$ cat src/rtl/wb_ls_seq_if.sv
`default_nettype none
// ============================================================================
// Module   : wb_ls_seq_if
// Brief    : 16-bit Wishbone-style bus used by the load/store sequencer.
// Revision : 1.0
// ============================================================================
interface wb_ls_seq_if;
    logic        CYC_O;
    logic        STB_O;
    logic        WE_O;
    logic [15:0] ADR_O;
    logic [15:0] DAT_O;
    logic [15:0] DAT_I;
    logic        ACK_I;

    modport master (
        output CYC_O, STB_O, WE_O, ADR_O, DAT_O,
        input  DAT_I, ACK_I
    );

    modport slave (
        input  CYC_O, STB_O, WE_O, ADR_O, DAT_O,
        output DAT_I, ACK_I
    );
endinterface
`default_nettype wire

$ cat src/rtl/wb_ls_seq.sv
`default_nettype none
// ============================================================================
// Module   : wb_ls_seq
// Brief    : CPU load/store sequencer issuing one or two 16-bit bus beats.
// Revision : 1.0
// ============================================================================
module wb_ls_seq #(
    parameter int TIMEOUT = 15
) (
    input  logic        CLK_I,
    input  logic        RST_I,
    input  logic        req_i,
    input  logic        req_we_i,
    input  logic        req_wide_i,
    input  logic [15:0] req_adr_i,
    input  logic [31:0] req_dat_i,
    output logic        busy_o,
    output logic        done_o,
    output logic        err_o,
    output logic [31:0] rd_dat_o,
    wb_ls_seq_if.master bus
);

    localparam logic [3:0] C_TMO_LAST = 4'(TIMEOUT - 1);

    typedef enum logic [2:0] {
        ST_IDLE    = 3'd0,
        ST_BEAT_LO = 3'd1,
        ST_BEAT_HI = 3'd2,
        ST_RESP    = 3'd3,
        ST_ERR     = 3'd4
    } state_t;

    state_t      state_q,    state_d;
    logic [3:0]  wait_q,     wait_d;
    logic        req_we_q,   req_we_d;
    logic        req_wide_q, req_wide_d;
    logic [15:0] req_adr_q,  req_adr_d;
    logic [31:0] req_dat_q,  req_dat_d;
    logic [31:0] rd_dat_q,   rd_dat_d;

    // Outputs are registered from the next state so they line up with it.
    logic        busy_q,     busy_d;
    logic        done_q,     done_d;
    logic        err_q,      err_d;
    logic        bus_cyc_q,  bus_cyc_d;
    logic        bus_we_q,   bus_we_d;
    logic [15:0] bus_adr_q,  bus_adr_d;
    logic [15:0] bus_dat_q,  bus_dat_d;

    always_comb begin
        state_d    = state_q;
        wait_d     = wait_q;
        req_we_d   = req_we_q;
        req_wide_d = req_wide_q;
        req_adr_d  = req_adr_q;
        req_dat_d  = req_dat_q;
        rd_dat_d   = rd_dat_q;

        case (state_q)
            ST_IDLE: begin
                if (req_i) begin
                    req_we_d   = req_we_i;
                    req_wide_d = req_wide_i;
                    req_adr_d  = req_adr_i;
                    req_dat_d  = req_dat_i;
                    wait_d     = 4'd0;
                    state_d    = ST_BEAT_LO;
                end
            end
            ST_BEAT_LO: begin
                if (bus.ACK_I) begin
                    if (!req_we_q) begin
                        rd_dat_d[15:0] = bus.DAT_I;
                        if (!req_wide_q) begin
                            rd_dat_d[31:16] = 16'h0000;
                        end
                    end
                    wait_d  = 4'd0;
                    state_d = req_wide_q ? ST_BEAT_HI : ST_RESP;
                end else if (wait_q == C_TMO_LAST) begin
                    state_d = ST_ERR;
                end else begin
                    wait_d = wait_q + 4'd1;
                end
            end
            ST_BEAT_HI: begin
                if (bus.ACK_I) begin
                    if (!req_we_q) begin
                        rd_dat_d[31:16] = bus.DAT_I;
                    end
                    wait_d  = 4'd0;
                    state_d = ST_RESP;
                end else if (wait_q == C_TMO_LAST) begin
                    state_d = ST_ERR;
                end else begin
                    wait_d = wait_q + 4'd1;
                end
            end
            ST_RESP: state_d = ST_IDLE;
            ST_ERR:  state_d = ST_IDLE;
            default: state_d = ST_IDLE;
        endcase

        busy_d    = (state_d != ST_IDLE);
        done_d    = (state_d == ST_RESP);
        err_d     = (state_d == ST_ERR);
        bus_cyc_d = (state_d == ST_BEAT_LO) || (state_d == ST_BEAT_HI);
        bus_we_d  = bus_cyc_d && req_we_d;
        bus_adr_d = 16'h0000;
        bus_dat_d = 16'h0000;
        if (state_d == ST_BEAT_LO) begin
            bus_adr_d = req_adr_d;
            bus_dat_d = req_dat_d[15:0];
        end else if (state_d == ST_BEAT_HI) begin
            bus_adr_d = req_adr_d + 16'd1;
            bus_dat_d = req_dat_d[31:16];
        end
    end

    always_ff @(posedge CLK_I) begin
        if (RST_I) begin
            state_q    <= ST_IDLE;
            wait_q     <= 4'd0;
            req_we_q   <= 1'b0;
            req_wide_q <= 1'b0;
            req_adr_q  <= 16'h0000;
            req_dat_q  <= 32'h0000_0000;
            rd_dat_q   <= 32'h0000_0000;
            busy_q     <= 1'b0;
            done_q     <= 1'b0;
            err_q      <= 1'b0;
            bus_cyc_q  <= 1'b0;
            bus_we_q   <= 1'b0;
            bus_adr_q  <= 16'h0000;
            bus_dat_q  <= 16'h0000;
        end else begin
            state_q    <= state_d;
            wait_q     <= wait_d;
            req_we_q   <= req_we_d;
            req_wide_q <= req_wide_d;
            req_adr_q  <= req_adr_d;
            req_dat_q  <= req_dat_d;
            rd_dat_q   <= rd_dat_d;
            busy_q     <= busy_d;
            done_q     <= done_d;
            err_q      <= err_d;
            bus_cyc_q  <= bus_cyc_d;
            bus_we_q   <= bus_we_d;
            bus_adr_q  <= bus_adr_d;
            bus_dat_q  <= bus_dat_d;
        end
    end

    assign busy_o    = busy_q;
    assign done_o    = done_q;
    assign err_o     = err_q;
    assign rd_dat_o  = rd_dat_q;
    assign bus.CYC_O = bus_cyc_q;
    assign bus.STB_O = bus_cyc_q;
    assign bus.WE_O  = bus_we_q;
    assign bus.ADR_O = bus_adr_q;
    assign bus.DAT_O = bus_dat_q;

endmodule
`default_nettype wire
$ cat src/flat_wrapper.sv
// flat-port wrapper written by rule: the top's interface ports become plain ports
module wb_ls_seq_flat 
#(
    parameter int TIMEOUT = 15
)
  (CLK_I, RST_I, req_i, req_we_i, req_wide_i, req_adr_i, req_dat_i, busy_o, done_o, err_o, rd_dat_o, bus_CYC_O, bus_STB_O, bus_WE_O, bus_ADR_O, bus_DAT_O, bus_DAT_I, bus_ACK_I);
  wb_ls_seq_if bus_i ();
  input  logic CLK_I;
  input  logic RST_I;
  input  logic req_i;
  input  logic req_we_i;
  input  logic req_wide_i;
  input  logic [15:0] req_adr_i;
  input  logic [31:0] req_dat_i;
  output logic busy_o;
  output logic done_o;
  output logic err_o;
  output logic [31:0] rd_dat_o;
  output wire logic [$bits(bus_i.CYC_O)-1:0] bus_CYC_O;
  output wire logic [$bits(bus_i.STB_O)-1:0] bus_STB_O;
  output wire logic [$bits(bus_i.WE_O)-1:0] bus_WE_O;
  output wire logic [$bits(bus_i.ADR_O)-1:0] bus_ADR_O;
  output wire logic [$bits(bus_i.DAT_O)-1:0] bus_DAT_O;
  input wire logic [$bits(bus_i.DAT_I)-1:0] bus_DAT_I;
  input wire logic [$bits(bus_i.ACK_I)-1:0] bus_ACK_I;
  assign bus_CYC_O = bus_i.CYC_O;
  assign bus_STB_O = bus_i.STB_O;
  assign bus_WE_O = bus_i.WE_O;
  assign bus_ADR_O = bus_i.ADR_O;
  assign bus_DAT_O = bus_i.DAT_O;
  assign bus_i.DAT_I = bus_DAT_I;
  assign bus_i.ACK_I = bus_ACK_I;
  wb_ls_seq #(.TIMEOUT(TIMEOUT)) u_core (.CLK_I(CLK_I), .RST_I(RST_I), .req_i(req_i), .req_we_i(req_we_i), .req_wide_i(req_wide_i), .req_adr_i(req_adr_i), .req_dat_i(req_dat_i), .busy_o(busy_o), .done_o(done_o), .err_o(err_o), .rd_dat_o(rd_dat_o), .bus(bus_i));
endmodule
$ cat config.mk
export PLATFORM = sky130hd
export DESIGN_NAME = wb_ls_seq_flat
export DESIGN_NICKNAME = d
export VERILOG_FILES = /design/src/rtl/wb_ls_seq_if.sv /design/src/rtl/wb_ls_seq.sv /design/src/flat_wrapper.sv
export SDC_FILE = /design/constraint.sdc
export NUM_CORES = 1
export LEC_CHECK = 0
export ABC_AREA = 0
export CORE_UTILIZATION = 47
export CTS_CLUSTER_DIAMETER = 120
export DETAILED_ROUTE_END_ITERATION = 7
export HOLD_SLACK_MARGIN = 0.06
export PLACE_DENSITY = 0.85
export REMOVE_ABC_BUFFERS = 1
export SLEW_MARGIN = 5
export SYNTH_ARGS = -nofsm -noshare
export SYNTH_HDL_FRONTEND = slang
export SYNTH_SLANG_ARGS = --single-unit
$ cat constraint.sdc
create_clock -name CLK_I -period 3 [get_ports CLK_I]
set_input_delay 0.6 -clock CLK_I [delete_from_list [all_inputs] [get_ports CLK_I]]
set_output_delay 0.6 -clock CLK_I [all_outputs]
set_load 0.05 [all_outputs]
# After elaboration in Yosys (flattened, before gate mapping)
# Index checks and enable logic that the tools add are counted.
# totals
ff_bits	126
input_bits	70
wordCells	69
# op_classes
add_sub_neg	2
n_eq_ne	14
mux	26
bitwise_logic	1
reduce_logical	11
# ops
cell	n
$mux 16	9
$mux 32	4
$pmux 16 s2	1
$add 16x1->16 const B	1
$mux 3	4
$mux 4	3
$ne 2x2->1 const B	6
$eq 3x2->1 const B	3
$pmux 3 s3	1
$pmux 4 s2	1
$eq 3x1->1 const B	2
$reduce_and 3->1	2
$reduce_and 6->1	1
$add 4x1->4 const B	1
$eq 4x4->1 const B	1
$reduce_bool 2->1	2
$eq 3x3->1 const B	1
$logic_not 3->1	1
$mux 1	3
$ne 3x3->1 const B	1
$reduce_bool 3->1	1
$reduce_and 2->1	1
$reduce_or 2->1	1
$logic_and 1x1->1	1
other kinds (2)	2

# Longest topological paths before layout
# Gate-level depths: netlist (run 1).
# logic_depth
word_depth	7
ltp_mapped	12
depth_no_buf	8

# Worst setup path before layout (run 1)
# OpenSTA, ideal clock, no wires.
# synth_path
kind	in2reg
start	input port req_i
end	register u_core.bus_adr_q[10] (netlist: u_core.bus.ADR_O[10])
setup_time_ns	0.078
arrival_time_ns	2.495
path_slack_ns	0.427
stages	9
path_buffers	2
cell_sequence	nor4b_4 buf_2 buf_4 mux2i_1 inv_1 ha_1 nand2_2 o41a_1 nor3_1
# synth_via
elab_chain_cells	5
# synth_rtl
element	line	text
start, declared	flat_wrapper.sv:10	input logic req_i;
$mux 16	wb_ls_seq.sv:62	if (req_i) begin
$mux 16	wb_ls_seq.sv:60	case (state_q)
net u_core.req_adr_d[0]	wb_ls_seq.sv:38	logic [15:0] req_adr_q, req_adr_d;
$add 16x1->16	wb_ls_seq.sv:116	bus_adr_d = req_adr_d + 16'd1;
$mux 16	wb_ls_seq.sv:115	end else if (state_d == ST_BEAT_HI) begin
$mux 16	wb_ls_seq.sv:112	if (state_d == ST_BEAT_LO) begin
end signal, assigned	wb_ls_seq.sv:150	bus_adr_q <= bus_adr_d;
end, declared	wb_ls_seq.sv:48	logic [15:0] bus_adr_q, bus_adr_d;
# The timed path passes the listed nets, and every way through them passes these cells.
# A chain may end at the register's enable or synchronous reset.

# Worst setup path after layout (run 1)
# layout_path
start	register u_core.state_q[1]
end	register u_core.bus_adr_q[8] (netlist: u_core.bus.ADR_O[8])
# layout_via
elab_chain_cells	6
# layout_rtl
element	line	text
start, declared	wb_ls_seq.sv:34	state_t state_q, state_d;
start signal, assigned	wb_ls_seq.sv:138	state_q <= state_d;
parallel branches: the longest is 5 deep, another holds $add 16x1->16	-	
$mux 16 (*)	wb_ls_seq.sv:112	
# Every way passes the cells marked *.

==> results.cfg, run 1 <==
[critical_path]
cp.depth = 6
start_kind = flip-flop
required_ns = 3.32
r2r-end = u_core.bus.ADR_O[8]
critPathCaptureType = flip-flop
path_cells = nand2b_1 -> a21oi_1 -> o31ai_1 -> and2_1 -> o21bai_1 -> a221oi_1
cp_slowest_cell = o21bai_1
reg2reg_from = u_core.state_q[1]
path_buf_inv = 0
crit_end = u_core.bus.ADR_O[8]
r2r_setup_slack_ns = 0.41
path_max_fanout = 14
crit_arrival_ns = 2.92
slowest_delay_ns = 0.84
cp_top_family = compound AO/OA/AOI/OAI gates
critPathLaunch = u_core.state_q[1]
crit_type = reg2reg
r2r.worst_path.cells = 6

[yosys]
synth_simple_gate_area_share_pct = 18.7
synth_commonest_cells = 126 x dfxtp_1, 111 x nand2_1, 60 x a21oi_1, 49 x nor2_1, 18 x clkbuf_1
synth.area.top_cells = dfxtp_1 53%, nand2_1 8.8%, a21oi_1 6.3%, nor2_1 3.9%, mux2i_1 3.4%
ys_warn_count = 0
syn_avg_cell_area_sq_um = 9.07
synthAdderAreaFrac_pct = 0.790
synthCells = 524
ys_seq_elements = 126
ys_types = 49
synth_top_family_by_area = simple AND/OR/NAND/NOR gates
yosysTopAreaCell = dfxtp_1
ys_seq_area_share_pct = 53.1
synth_top_area_share_pct = 53.1
yosysMostFrequentCell = dfxtp_1
synthMuxAreaShare_pct = 3.69
synth_edf_count = 0
synth-compound-area-share_pct = 18.0
yosys.area_share.xor_xnor_pct = 2.03
synth-main-ff-cell = dfxtp_1
synthArstFlopShare_pct = 0
syn_area_sq_mm = 0.00475

[grt]
grt_max_degree = 70
grt_pass1_vias = 4172
antenna_found_initial = 0
grt_util_all_layers_pct = 24.7
grt_first_pass_wirelength_mm = 19.9
grt_overflow_total = 0

[cells_and_area]
fin_area_sq_mm = 0.00685
fin_cells = 808
antennaDiodeCount = 0
drive_above_1_share_pct = 9.04
nNetsFinal = 735
area_delta_synth_final_pct = 44.2

[sta]
fin_crit_ns = 2.59
drv_slew = 0
hold_slack_ns = 0.453
fin_crit_sh_pct = 86.4
rsz0062_at_grt = no
setup_viol = 0
finalHoldViolCount = 0
setup_ws_ns = 0.407
tightest_slew_ns = 1.09
fmax_mhz = 386
max-slew-margin-rel_pct = 27.3
finClkSkew_ns = 0.00946

[pwr]
total_power_mw = 4.54
intPower_mw = 3.27
leakagePower_nw = 2.55
power_frac_comb_pct = 15.8
peakVddDrop_mv = 0.374
seqPwrFrac_pct = 40.0
pwr-share-clk_pct = 44.2
switching_share_pct = 28.0
power_density_mw_per_mm2 = 662
p_switching_mw = 1.27

[die]
die_h_microns = 103
die_w_microns = 103
core_area_sq_mm = 0.00977
dieArea_sq_mm = 0.0105
start_util_pct = 48.6
io_pins = 140
row_count = 36

[cts]
clock_latency_ns = 0.51
hold_buffers = 0
cts_setup_buffers = 0
cts.clk_slew.worst_paths_ns = 0.06
cts_sinks = 126
cts_tree = done
cts_made_buffers = 17
ctsHtreeMaxLevel = 4
root_buffer = clkbuf_8
cts_resized = 0
cts_buffer_depth = 2

[min_path]
hold_class = reg2reg
hold_depth = 2

[placed_design]
place_inst = 776
numPortBuffers = 139
pre_cts_ws_ns = -0.0515
dp_hpwl_mm = 8.44
dpl_cell_area_sq_mm = 0.00626
place.gp.congestion = 0.883

[route]
drtPass1Iterations = 4
num_vias = 4389
final_antenna_net_count = 0
drc = 0
wire_per_inst_microns = 15.7
initialDrtViolationCount = 196
via_per_inst = 5.43
totalWireLength_mm = 12.7

[status]
status = complete, no violations

[run]
drv_cap = 0
-- layer usage --
metal  routed length, microns  track usage (%)  vias to the layer above
met3                      924             6.64                       16
met1                     5460             30.8                     2092
met5                        0                0                        -
met2                     6170             41.1                      190
met4                      144             8.90                        0
li1                         -                -                     2091
-- sequential cells by signal, indices dropped and copies added, names as in the netlist --
signal and flops:
u_core.rd_dat_o 32, u_core.wait_q 4, u_core.bus.DAT_O 16, u_core.bus.CYC_O 1
u_core.req_adr_q 16, u_core.req_we_q 1, u_core.req_wide_q 1, u_core.busy_o 1
u_core.state_q 3, u_core.bus.WE_O 1, u_core.bus.ADR_O 16, u_core.req_dat_q 32
u_core.err_o 1, u_core.done_o 1
-- cell families after synthesis --
family / after synthesis
xor+xnor: 11
buf+inv: 38
flops: 126
compound gates: 123
simple gates: 206
mux: 17
fa+ha+maj: 3
-- through the flow --
| step | utilization, % | setup TNS, ns |
|---|---|---|
| 2_1_floorplan | - | -9.40 |
| 3_3_place_gp | 64.1 | 0 |
| 3_5_place_dp | 64.1 | -0.0515 |
| 4_1_cts | 70.1 | 0 |
| 5_1_grt | 70.1 | 0 |
| 6_report | 70.1 | 0 |
-- worst register-to-register path, cell delays in order, from the launching register on --
cell and delay [ns]:
dfxtp_1 0.48, nand2b_1 0.21, a21oi_1 0.40, o31ai_1 0.17, and2_1 0.18, o21bai_1 0.84
a221oi_1 0.13
-- placed cells by master, fill, tap and decap left out, drive strengths merged, types with 15 or more instances in the layout --
| master | netlist | routed |
|---|---|---|
| a21oi | 62 | 62 |
| a22o | 16 | 16 |
| a22oi | 17 | 17 |
| buf | 16 | 15 |
| clkbuf | 18 | 18 |
| clkdlybuf4s50 | 0 | 138 |
| dfxtp | 126 | 126 |
| mux2i | 16 | 16 |
| nand2 | 112 | 112 |
| nor2 | 49 | 49 |
-- final cells by class --
type                    instances  area [sq um]
fillers                       724          2930
flip-flops and latches        126          2520
multi-input cells             360          2060
repair buffers                153          1500
clock buffers                  18           428
well taps                     133           166
clock inverters                14           158
inverters                       4          15.0
-- power by group through the flow --
| stage | logic [mW] | clock network [mW] | registers [mW] |
|---|---|---|---|
| 3_3_place_gp | 0.695 | 0 | 1.84 |
| 3_5_place_dp | 0.712 | 0 | 1.85 |
| 6_report | 0.718 | 2.01 | 1.81 |
| 4_1_cts | 0.718 | 2.03 | 1.81 |
| 2_1_floorplan | 0.258 | 0 | 1.99 |
| 5_1_grt | 0.767 | 2.12 | 1.82 |
-- worst min path at each step --
| stage | to | slack (ns) | from |
|---|---|---|---|
| floorplan | u_core.req_dat_q[0] | 0.43 | u_core.req_dat_q[0] |
| global route | u_core.req_dat_q[19] | 0.48 | u_core.req_dat_q[19] |
| global placement | u_core.rd_dat_o[2] | 0.44 | u_core.rd_dat_o[2] |
| CTS | u_core.rd_dat_o[0] | 0.46 | u_core.rd_dat_o[0] |
| detailed placement | u_core.rd_dat_o[0] | 0.45 | u_core.rd_dat_o[0] |
| finish | u_core.rd_dat_o[0] | 0.45 | u_core.rd_dat_o[0] |
(Power assumes the default switching activity.)
==> run 2: changes to the inputs <==
--- a/config.mk
+++ b/config.mk
@@ -12,7 +12,7 @@
 export HOLD_SLACK_MARGIN = 0.06
 export PLACE_DENSITY = 0.85
 export REMOVE_ABC_BUFFERS = 1
-export SLEW_MARGIN = 5
+export SLEW_MARGIN = 0
 export SYNTH_ARGS = -nofsm -noshare
 export SYNTH_HDL_FRONTEND = slang
 export SYNTH_SLANG_ARGS = --single-unit
==> results of run 2 <==
Final layout, timing and power as in run 1 (identical DEF).
